<file path="src/rtl/conv_encoder_framed.sv">
// Rate-1/2 convolutional encoder with zero-tail frame termination.
// Emits one registered symbol per accepted bit and then K-1 tail symbols per frame.
module conv_encoder_framed #(
    parameter int              K         = 3,
    parameter logic [K-1:0]    G0        = 3'b111,
    parameter logic [K-1:0]    G1        = 3'b101,
    parameter int              FRAME_LEN = 256,
    parameter int              CT_W      = 16
) (
    input  logic            clk,
    input  logic            rst,
    input  logic            enable_i,
    input  logic            d_in,
    output logic            ready_o,
    output logic            valid_o,
    output logic [1:0]      d_out,
    output logic            tail_o,
    output logic            frame_done_o,
    output logic [CT_W-1:0] frame_ct_o,
    output logic [CT_W-1:0] drop_ct_o
);

    localparam int BW = (FRAME_LEN > 1) ? $clog2(FRAME_LEN) : 1;
    localparam int TW = $clog2(K);

    typedef enum logic {S_DATA, S_TAIL} state_t;

    state_t          r_state;
    logic [K-2:0]    r_sr;
    logic [BW-1:0]   r_bit_ct;
    logic [TW-1:0]   r_tail_ct;
    logic            r_valid;
    logic [1:0]      r_dout;
    logic            r_tail;
    logic            r_fdone;
    logic [CT_W-1:0] r_frame_ct;
    logic [CT_W-1:0] r_drop_ct;

    logic            w_b;
    logic [K-1:0]    w_win;
    logic [1:0]      w_sym;
    logic            w_last_bit;
    logic            w_last_tail;

    // Tail bits are forced to zero so K-1 shifts drain the register back to state 0.
    assign w_b         = (r_state == S_DATA) ? d_in : 1'b0;
    assign w_win       = {w_b, r_sr};
    assign w_sym       = {^(w_win & G0), ^(w_win & G1)};
    assign w_last_bit  = (r_bit_ct == BW'(FRAME_LEN - 1));
    assign w_last_tail = (r_tail_ct == TW'(K - 2));

    always_ff @(posedge clk or negedge rst) begin
        if (!rst) begin
            r_state    <= S_DATA;
            r_sr       <= '0;
            r_bit_ct   <= '0;
            r_tail_ct  <= '0;
            r_valid    <= 1'b0;
            r_dout     <= 2'b00;
            r_tail     <= 1'b0;
            r_fdone    <= 1'b0;
            r_frame_ct <= '0;
            r_drop_ct  <= '0;
        end else begin
            r_valid <= 1'b0;
            r_tail  <= 1'b0;
            r_fdone <= 1'b0;
            case (r_state)
                S_DATA: begin
                    if (enable_i) begin
                        r_dout  <= w_sym;
                        r_valid <= 1'b1;
                        r_sr    <= w_win[K-1:1];
                        if (w_last_bit) begin
                            r_bit_ct  <= '0;
                            r_tail_ct <= '0;
                            r_state   <= S_TAIL;
                        end else begin
                            r_bit_ct <= r_bit_ct + 1'b1;
                        end
                    end
                end
                S_TAIL: begin
                    r_dout  <= w_sym;
                    r_valid <= 1'b1;
                    r_tail  <= 1'b1;
                    r_sr    <= w_win[K-1:1];
                    if (enable_i && (r_drop_ct != '1)) begin
                        r_drop_ct <= r_drop_ct + 1'b1;
                    end
                    if (w_last_tail) begin
                        r_fdone    <= 1'b1;
                        r_frame_ct <= r_frame_ct + 1'b1;
                        r_state    <= S_DATA;
                    end else begin
                        r_tail_ct <= r_tail_ct + 1'b1;
                    end
                end
                default: r_state <= S_DATA;
            endcase
        end
    end

    assign ready_o      = (r_state == S_DATA);
    assign valid_o      = r_valid;
    assign d_out        = r_dout;
    assign tail_o       = r_tail;
    assign frame_done_o = r_fdone;
    assign frame_ct_o   = r_frame_ct;
    assign drop_ct_o    = r_drop_ct;

endmodule

</file>
<file path="config.mk">
export PLATFORM = sky130hd
export DESIGN_NAME = conv_encoder_framed
export DESIGN_NICKNAME = d
export VERILOG_FILES = /design/src/rtl/conv_encoder_framed.sv
export SDC_FILE = /design/constraint.sdc
export NUM_CORES = 1
export LEC_CHECK = 0
export BUFFER_PORTS_ARGS = -buffer_cell sky130_fd_sc_hd__buf_4
export CAP_MARGIN = 20
export CORE_MARGIN = 2
export CORE_UTILIZATION = 35
export DETAILED_ROUTE_END_ITERATION = 10
export HOLD_SLACK_MARGIN = 0.03
export RECOVER_POWER = 25
export SLEW_MARGIN = 5
export SYNTH_ARGS = -nofsm -noshare
export SYNTH_HDL_FRONTEND = slang
export SYNTH_SLANG_ARGS = --single-unit
</file>
<file path="constraint.sdc">
create_clock -name clk -period 2.6 [get_ports clk]
set_input_delay 0.26 -clock clk [delete_from_list [all_inputs] [get_ports clk]]
set_output_delay 0.26 -clock clk [all_outputs]
set_load 0.005 [all_outputs]
</file>
==> results of run 1 <==
-- Yosys cell counts, drive strengths merged, types with 4 or more instances --
cell type	instances	area [µm²]
nand2	24	92.6
nor2	12	61.3
nand4	9	71.3
mux2	5	60.1
a21oi	6	33.8
and3	7	43.8
xnor2	14	123
nand3	14	70.1
a211oi	5	47.5
xor2	20	175
inv	6	22.5
dfrtp	50	1250
ha	4	50.1
-- worst paths after layout --
path	start	endpoint	cells past startpoint
min reg2reg	frame_ct_o[15]$_DFFE_PN0P_	frame_ct_o[15]$_DFFE_PN0P_	1
max	drop_ct_o[0]$_DFFE_PN0P_	drop_ct_o[1]$_DFFE_PN0P_	5
min	d_in	r_sr[1]$_DFFE_PN0P_	3
min in group asynchronous	rst	frame_ct_o[7]$_DFFE_PN0P_	2
max reg2reg	drop_ct_o[0]$_DFFE_PN0P_	drop_ct_o[1]$_DFFE_PN0P_	5
max in group asynchronous	rst	frame_ct_o[3]$_DFFE_PN0P_	2
-- layout by cell type (no fill, tap or decap), types with 2 or more instances in the layout --
cell       count
a211oi_1       3
a211oi_2       2
a21oi_1        5
and2_1         3
and3_1         7
buf_4         38
bufinv_16      2
clkbuf_4       2
clkbuf_8       6
dfrtp_1       50
ha_1           4
inv_1          6
mux2_2         3
mux2i_1        3
nand2_1       24
nand2b_1       2
nand3_1       14
nand4_1        8
nor2_1        11
nor3_1         3
nor4_2         2
o21ai_0        3
or2_2          2
xnor2_1       14
xor2_1        20
-- logic make-up (layout without fill, tap and decap cells) --
group / Yosys count / after routing / share of synthesized area
adders and majority gates: 4 / 4 / 0.0213
AOI/OAI and AO/OA: 18 / 18 / 0.0537
muxes: 8 / 8 / 0.0383
xor gates and xnor gates: 34 / 34 / 0.126
buffers and inverters: 9 / 56 / 0.0197
DFF: 50 / 50 / 0.531
and+or+nand+nor: 86 / 86 / 0.209
-- per-layer routing --
metal | GRT usage | vias to the layer above
li1 | - | 817
met1 | 0.185 | 784
met2 | 0.183 | 26
met3 | 0.0327 | 5
met4 | 0.0375 | 0
met5 | 0 | -
-- report_power, final --
part           total (mW)  switching [mW]  internal, mW
Combinational       0.126          0.0614        0.0644
Clock               0.671           0.260         0.410
Sequential          0.885          0.0572         0.828
-- worst max-delay path: cells and delay by family (launching register included) --
family	cells	cell delay (ns)
compound gates	1	0.22
fa+ha+maj	1	0.22
flops	1	0.42
mux	1	0.31
simple gates	2	0.50
-- state kept, by name, summed over array words and instances (netlist names) --
signal / flops
r_sr: 2
frame_ct_o: 16
r_bit_ct: 8
r_tail_ct: 2
r_state: 1
d_out: 2
frame_done_o: 1
valid_o: 1
tail_o: 1
drop_ct_o: 16
-- stage by stage --
step | std cells | total power, mW
3_3_place_gp | 324 | 1.02
2_1_floorplan | 209 | 0.964
4_1_cts | 333 | 1.71
5_1_grt | 333 | 1.76
6_report | 333 | 1.68
3_5_place_dp | 324 | 1.03
-- final cells by class --
type,instances,share of cell area
clock inverters,2,0.0208
flip-flops and latches,50,0.434
repair buffers,42,0.109
well taps,77,0.0334
clock buffers,6,0.0286
inverters,6,0.00781
multi-input cells,150,0.366
==> impl_metrics.prom, run 1 <==
# TYPE chip_impl_metric gauge
chip_impl_info{name="outcome",value="finished clean"} 1
chip_impl_metric{name="track_usage",unit=""} 0.126
chip_impl_metric{name="dpl_cell_area",unit="mm²"} 0.00274
chip_impl_metric{name="globalRoute.totalOverflow",unit=""} 0
chip_impl_metric{name="layout_min_cycle_time",unit="ns"} 1.78
chip_impl_metric{name="grt_pass1_vias",unit=""} 1527
chip_impl_metric{name="initial_core_util",unit=""} 0.367
chip_impl_metric{name="post_cts.resized_instances",unit=""} 0
chip_impl_metric{name="total_of_max_cap_violations",unit=""} 0
chip_impl_metric{name="cp_data_arrival_time",unit="ns"} 1.97
chip_impl_metric{name="met3RoutedLength",unit="µm"} 175
chip_impl_metric{name="port-buffer-count",unit=""} 41
chip_impl_metric{name="clockBufferDepth",unit=""} 2
chip_impl_metric{name="pin_count_of_the_biggest_net_entering_global_routing",unit=""} 51
chip_impl_metric{name="number_of_nets_still_failing_antenna_checks_after_routing",unit=""} 0
chip_impl_metric{name="synth_sequential_area_ratio",unit=""} 0.531
chip_impl_metric{name="final.setup.tns",unit="ns"} 0
chip_impl_info{name="cts_tree",value="yes"} 1
chip_impl_metric{name="finalCritPeriodShare",unit=""} 0.683
chip_impl_metric{name="die_x",unit="µm"} 86.0
chip_impl_metric{name="globalplace.congestion",unit=""} 0.791
chip_impl_metric{name="core",unit="mm²"} 0.00642
chip_impl_metric{name="finalHoldViolCount",unit=""} 0
chip_impl_metric{name="leakagePower",unit="nW"} 1.44
chip_impl_info{name="min_path_type",value="in2reg"} 1
chip_impl_metric{name="dp_slack",unit="ns"} 0.832
chip_impl_metric{name="vdd_ir_drop_max",unit="µV"} 280
chip_impl_metric{name="crit_fanout",unit=""} 6
chip_impl_metric{name="initialDrtViolationCount",unit=""} 69
chip_impl_info{name="synth_top_flop_cell",value="dfrtp_1"} 1
chip_impl_metric{name="post_cts_setup_repair_buffer_count",unit=""} 0
chip_impl_metric{name="timing.hold.ws",unit="ns"} 0.242
chip_impl_metric{name="finalInstanceArea",unit="mm²"} 0.00288
chip_impl_metric{name="grt_pass1_wl",unit="mm"} 7.51
chip_impl_metric{name="floorplan.die_area",unit="mm²"} 0.00740
chip_impl_metric{name="worst-endpoint-required",unit="ns"} 2.79
chip_impl_metric{name="detailroute.via_count",unit=""} 1632
chip_impl_metric{name="cts_sinks",unit=""} 50
chip_impl_metric{name="hold_buffer_count_at_cts",unit=""} 1
chip_impl_metric{name="met2RoutedLength",unit="mm"} 1.94
chip_impl_metric{name="synth_cells",unit=""} 209
chip_impl_metric{name="reg2reg_setup_slack",unit="ns"} 0.82
chip_impl_metric{name="clk-insertion-delay-late",unit="ns"} 0.30
chip_impl_metric{name="post-route-util",unit=""} 0.449
chip_impl_metric{name="post_route_cells_drive_above_1_share",unit=""} 0.250
chip_impl_metric{name="routed_via_density",unit=""} 4.90
chip_impl_metric{name="slew_viol_final",unit=""} 0
chip_impl_metric{name="p_per_cell_area",unit="mW/mm²"} 583
chip_impl_metric{name="htreeDepth",unit=""} 2
chip_impl_info{name="critical_path.endpoint_type",value="flip-flop"} 1
chip_impl_metric{name="final-setup-viol-count",unit=""} 0
chip_impl_info{name="crit_path_start_kind",value="flip-flop"} 1
chip_impl_info{name="crit_chain",value="ha_1 > and3_1 > and3_1 > a21oi_2 > mux2_4"} 1
chip_impl_metric{name="clock-skew-final",unit="ns"} 0.00729
chip_impl_metric{name="synth-edff-count",unit=""} 0
chip_impl_metric{name="tritoncts_buffer_count",unit=""} 5
chip_impl_info{name="grt_setup_unrepaired",value="false"} 1
chip_impl_metric{name="syn_to_final_growth",unit="%"} 22.4
chip_impl_metric{name="ios",unit=""} 42
chip_impl_metric{name="worst_path_largest_cell_delay",unit="ns"} 0.42
chip_impl_metric{name="worst_slew_margin_rel",unit=""} 0.170
chip_impl_metric{name="routed_wl",unit="mm"} 4.33
chip_impl_metric{name="max_freq",unit="MHz"} 563
chip_impl_info{name="cpMostUsedCell",value="and3_1"} 1
chip_impl_info{name="critical-path-slowest-cell",value="dfrtp_1"} 1
chip_impl_metric{name="die_h",unit="µm"} 86.0
chip_impl_info{name="topRoutingLayerUsed",value="met4"} 1
chip_impl_metric{name="met1_length",unit="mm"} 2.17
chip_impl_info{name="cts-root-buf",value="clkbuf_8"} 1
chip_impl_metric{name="hpwl",unit="mm"} 3.02
chip_impl_metric{name="clk_pin_slew",unit="ns"} 0.09
chip_impl_metric{name="yosysWarningCount",unit=""} 0
chip_impl_metric{name="synth_fp_nets",unit=""} 217
chip_impl_metric{name="multi_input_comb_area",unit="mm²"} 0.00105
chip_impl_info{name="timing_worst_setup_path_type",value="reg2reg"} 1
chip_impl_metric{name="final-seq-area",unit="mm²"} 0.00125
chip_impl_metric{name="mappedNetlistArea",unit="mm²"} 0.00235
chip_impl_metric{name="fill_cells",unit=""} 612
chip_impl_metric{name="asyncSetResetFlopFracSynth",unit=""} 1.00
chip_impl_metric{name="synth_cell_types",unit=""} 42
chip_impl_metric{name="placement_rows",unit=""} 29
chip_impl_metric{name="syn_avg_cell_area",unit="µm²"} 11.3
chip_impl_metric{name="final_net_count",unit=""} 263
chip_impl_metric{name="drtPass1Iterations",unit=""} 4
chip_impl_metric{name="final_setup_margin",unit="ns"} 0.824
chip_impl_metric{name="ys_seq_elements",unit=""} 50
chip_impl_metric{name="antenna_found_initial",unit=""} 0
chip_impl_metric{name="drc_violation_count_after_routing",unit=""} 0
chip_impl_metric{name="tightestPinTransition",unit="ns"} 1.24
chip_impl_metric{name="n_antenna_cell",unit=""} 0
chip_impl_metric{name="drt-wirelength-per-cell",unit="µm"} 13.0
(Power assumes the default switching activity.)
==> run 2, diff against run 1 <==
==> constraint.sdc (replaced) <==
create_clock -name clk -period 1.8 [get_ports clk]
set_input_delay 0.18 -clock clk [delete_from_list [all_inputs] [get_ports clk]]
set_output_delay 0.18 -clock clk [all_outputs]
set_load 0.005 [all_outputs]
==> impl_metrics.prom, run 2 (synthesis results as in run 1) <==
# TYPE chip_impl_metric gauge
chip_impl_info{name="crit_chain",value="ha_1 > and3_1 > and3_1 > a21oi_2 > mux2_4"} 1
chip_impl_metric{name="total_power",unit="mW"} 2.11
chip_impl_metric{name="grt_pass1_vias",unit=""} 1662
chip_impl_metric{name="vdd_ir_drop_max",unit="µV"} 537
chip_impl_metric{name="worst-endpoint-required",unit="ns"} 1.98
chip_impl_metric{name="routed_wl",unit="mm"} 4.47
chip_impl_metric{name="detailroute.via_count",unit=""} 1654
chip_impl_metric{name="routed_via_density",unit=""} 4.89
chip_impl_metric{name="fill_cells",unit=""} 631
chip_impl_metric{name="syn_to_final_growth",unit="%"} 22.7
chip_impl_metric{name="cp_data_arrival_time",unit="ns"} 1.89
chip_impl_metric{name="finalHoldViolCount",unit=""} 0
chip_impl_metric{name="worst_slew_margin_rel",unit=""} 0.181
chip_impl_metric{name="ios",unit=""} 42
chip_impl_metric{name="core",unit="mm²"} 0.00642
chip_impl_metric{name="antenna_found_initial",unit=""} 0
chip_impl_info{name="min_path_type",value="in2reg"} 1
chip_impl_metric{name="final_net_count",unit=""} 269
chip_impl_metric{name="drtPass1Iterations",unit=""} 4
chip_impl_metric{name="layout_min_cycle_time",unit="ns"} 1.71
chip_impl_info{name="critical-path-slowest-cell",value="dfrtp_1"} 1
chip_impl_metric{name="initialDrtViolationCount",unit=""} 77
chip_impl_metric{name="total_of_max_cap_violations",unit=""} 0
chip_impl_metric{name="clk_pin_slew",unit="ns"} 0.10
chip_impl_info{name="cts-root-buf",value="clkbuf_8"} 1
chip_impl_metric{name="max_freq",unit="MHz"} 584
chip_impl_metric{name="clock-skew-final",unit="ns"} 0.0140
chip_impl_info{name="crit_path_start_kind",value="flip-flop"} 1
chip_impl_metric{name="final.setup.tns",unit="ns"} 0
chip_impl_metric{name="final_setup_margin",unit="ns"} 0.0888
chip_impl_metric{name="crit_fanout",unit=""} 4
chip_impl_metric{name="worst_path_largest_cell_delay",unit="ns"} 0.40
chip_impl_metric{name="port-buffer-count",unit=""} 41
chip_impl_metric{name="grt_pass1_wl",unit="mm"} 7.85
chip_impl_info{name="critical_path.endpoint_type",value="flip-flop"} 1
chip_impl_metric{name="hpwl",unit="mm"} 3.17
chip_impl_metric{name="clockBufferDepth",unit=""} 2
chip_impl_metric{name="number_of_nets_still_failing_antenna_checks_after_routing",unit=""} 0
chip_impl_metric{name="placement_rows",unit=""} 29
chip_impl_metric{name="floorplan.die_area",unit="mm²"} 0.00740
chip_impl_info{name="grt_setup_unrepaired",value="false"} 1
chip_impl_metric{name="slew_viol_final",unit=""} 0
chip_impl_metric{name="drt-wirelength-per-cell",unit="µm"} 13.2
chip_impl_metric{name="track_usage",unit=""} 0.130
chip_impl_metric{name="htreeDepth",unit=""} 2
chip_impl_metric{name="tritoncts_buffer_count",unit=""} 5
chip_impl_metric{name="die_x",unit="µm"} 86.0
chip_impl_info{name="layout_common_cells",value="50 x dfrtp_1, 46 x buf_4, 23 x nand2_1"} 1
chip_impl_metric{name="cts_sinks",unit=""} 50
chip_impl_metric{name="final-setup-viol-count",unit=""} 0
chip_impl_info{name="cts_tree",value="yes"} 1
chip_impl_metric{name="n_antenna_cell",unit=""} 0
chip_impl_metric{name="timing.critical_path.buf_inv",unit=""} 0
chip_impl_metric{name="tightestPinTransition",unit="ns"} 1.23
chip_impl_info{name="timing_worst_setup_path_type",value="reg2reg"} 1
chip_impl_metric{name="clk-insertion-delay-late",unit="ns"} 0.30
chip_impl_metric{name="die_h",unit="µm"} 86.0
chip_impl_metric{name="globalRoute.totalOverflow",unit=""} 0
chip_impl_metric{name="leakagePower",unit="nW"} 1.43
chip_impl_metric{name="post_route_cells_drive_above_1_share",unit=""} 0.276
chip_impl_metric{name="globalplace.congestion",unit=""} 0.764
chip_impl_metric{name="dp_slack",unit="ns"} 0.113
chip_impl_metric{name="drc_violation_count_after_routing",unit=""} 0
chip_impl_info{name="layout_commonest_cell",value="dfrtp_1"} 1
chip_impl_info{name="worst_path_dominant_cell_family",value="simple AND/OR/NAND/NOR gates"} 1
chip_impl_metric{name="pin_count_of_the_biggest_net_entering_global_routing",unit=""} 51
chip_impl_info{name="cpMostUsedCell",value="and3_1"} 1
chip_impl_metric{name="finalCritPeriodShare",unit=""} 0.951
chip_impl_info{name="outcome",value="finished clean"} 1
chip_impl_metric{name="initial_core_util",unit=""} 0.367
chip_impl_metric{name="p_per_cell_area",unit="mW/mm²"} 729
[run 2: cell types whose count changed in the layout (fill, tap and decap cells not counted), sizes merged]
cell | before | now
buf | 38 | 46
clkbuf | 9 | 6
bufinv | 2 | 0
clkinvlp | 0 | 2
[run 2: power breakdown]
group	switching, mW	leakage, nW	internal, mW
sequential	0.0778	0.656	1.20
combinational	0.0922	0.741	0.102
clock	0.372	0.0362	0.266
total	0.542	1.43	1.56
[run 2: layout make-up]
type | instances | area [µm²] | area share
clock buffer | 5 | 68.8 | 0.0238
inverter | 6 | 22.5 | 0.00779
clock inverter | 2 | 15.0 | 0.00519
tap | 77 | 96.3 | 0.0333
multi-input combinational | 150 | 1080 | 0.372
sequential | 50 | 1250 | 0.433
timing repair buffer | 48 | 360 | 0.125
[run 2: tightest hold or removal path: cells and delay by family]
kind	cells	cell delay (ns)
buffers and inverters	1	0.10
muxes	1	0.06
and+or+nand+nor	1	0.07
[run 2: metrics by stage]
stage	area, µm²	utilization	hold WS [ns]	instances
finish	2890	0.450	0.160	338
global route	2890	0.450	0.201	338
CTS	2870	0.446	0.154	337
detailed placement	2770	0.432	0.258	329
global placement	2770	0.432	0.256	329
floorplan	2350	-	-0.116	209
[run 2: timing repair]
item | CTS | global route
buffers inserted | 0 | 1
resized for setup | 0 | 3
endpoints found under the hold margin | 50 | 0
setup endpoints to repair | 0 | 3
hold buffers | 1 | 0
[run 2: path summary, 6_finish.rpt]
| kind | cells after the start | to | start | slack, ns |
|---|---|---|---|---|
| min reg2reg | 1 | frame_ct_o[15]$_DFFE_PN0P_ | frame_ct_o[15]$_DFFE_PN0P_ | 0.47 |
| max | 5 | drop_ct_o[1]$_DFFE_PN0P_ | drop_ct_o[0]$_DFFE_PN0P_ | 0.09 |
| max reg2reg | 5 | drop_ct_o[1]$_DFFE_PN0P_ | drop_ct_o[0]$_DFFE_PN0P_ | 0.09 |
| min | 3 | r_sr[1]$_DFFE_PN0P_ | d_in | 0.16 |
| max in group asynchronous | 2 | r_bit_ct[0]$_DFFE_PN0P_ | rst | 0.38 |
| min in group asynchronous | 2 | frame_ct_o[1]$_DFFE_PN0P_ | rst | 0.68 |
[run 2: layer usage]
| metal | global-route usage | vias up | routed length (µm) | part of all wire |
|---|---|---|---|---|
| li1 | - | 830 | - | - |
| met4 | 0.0260 | 0 | 15 | 0.0034 |
| met3 | 0.0308 | 2 | 186 | 0.042 |
| met5 | 0 | - | 0 | 0 |
| met1 | 0.180 | 794 | 2130 | 0.48 |
| met2 | 0.209 | 28 | 2140 | 0.48 |
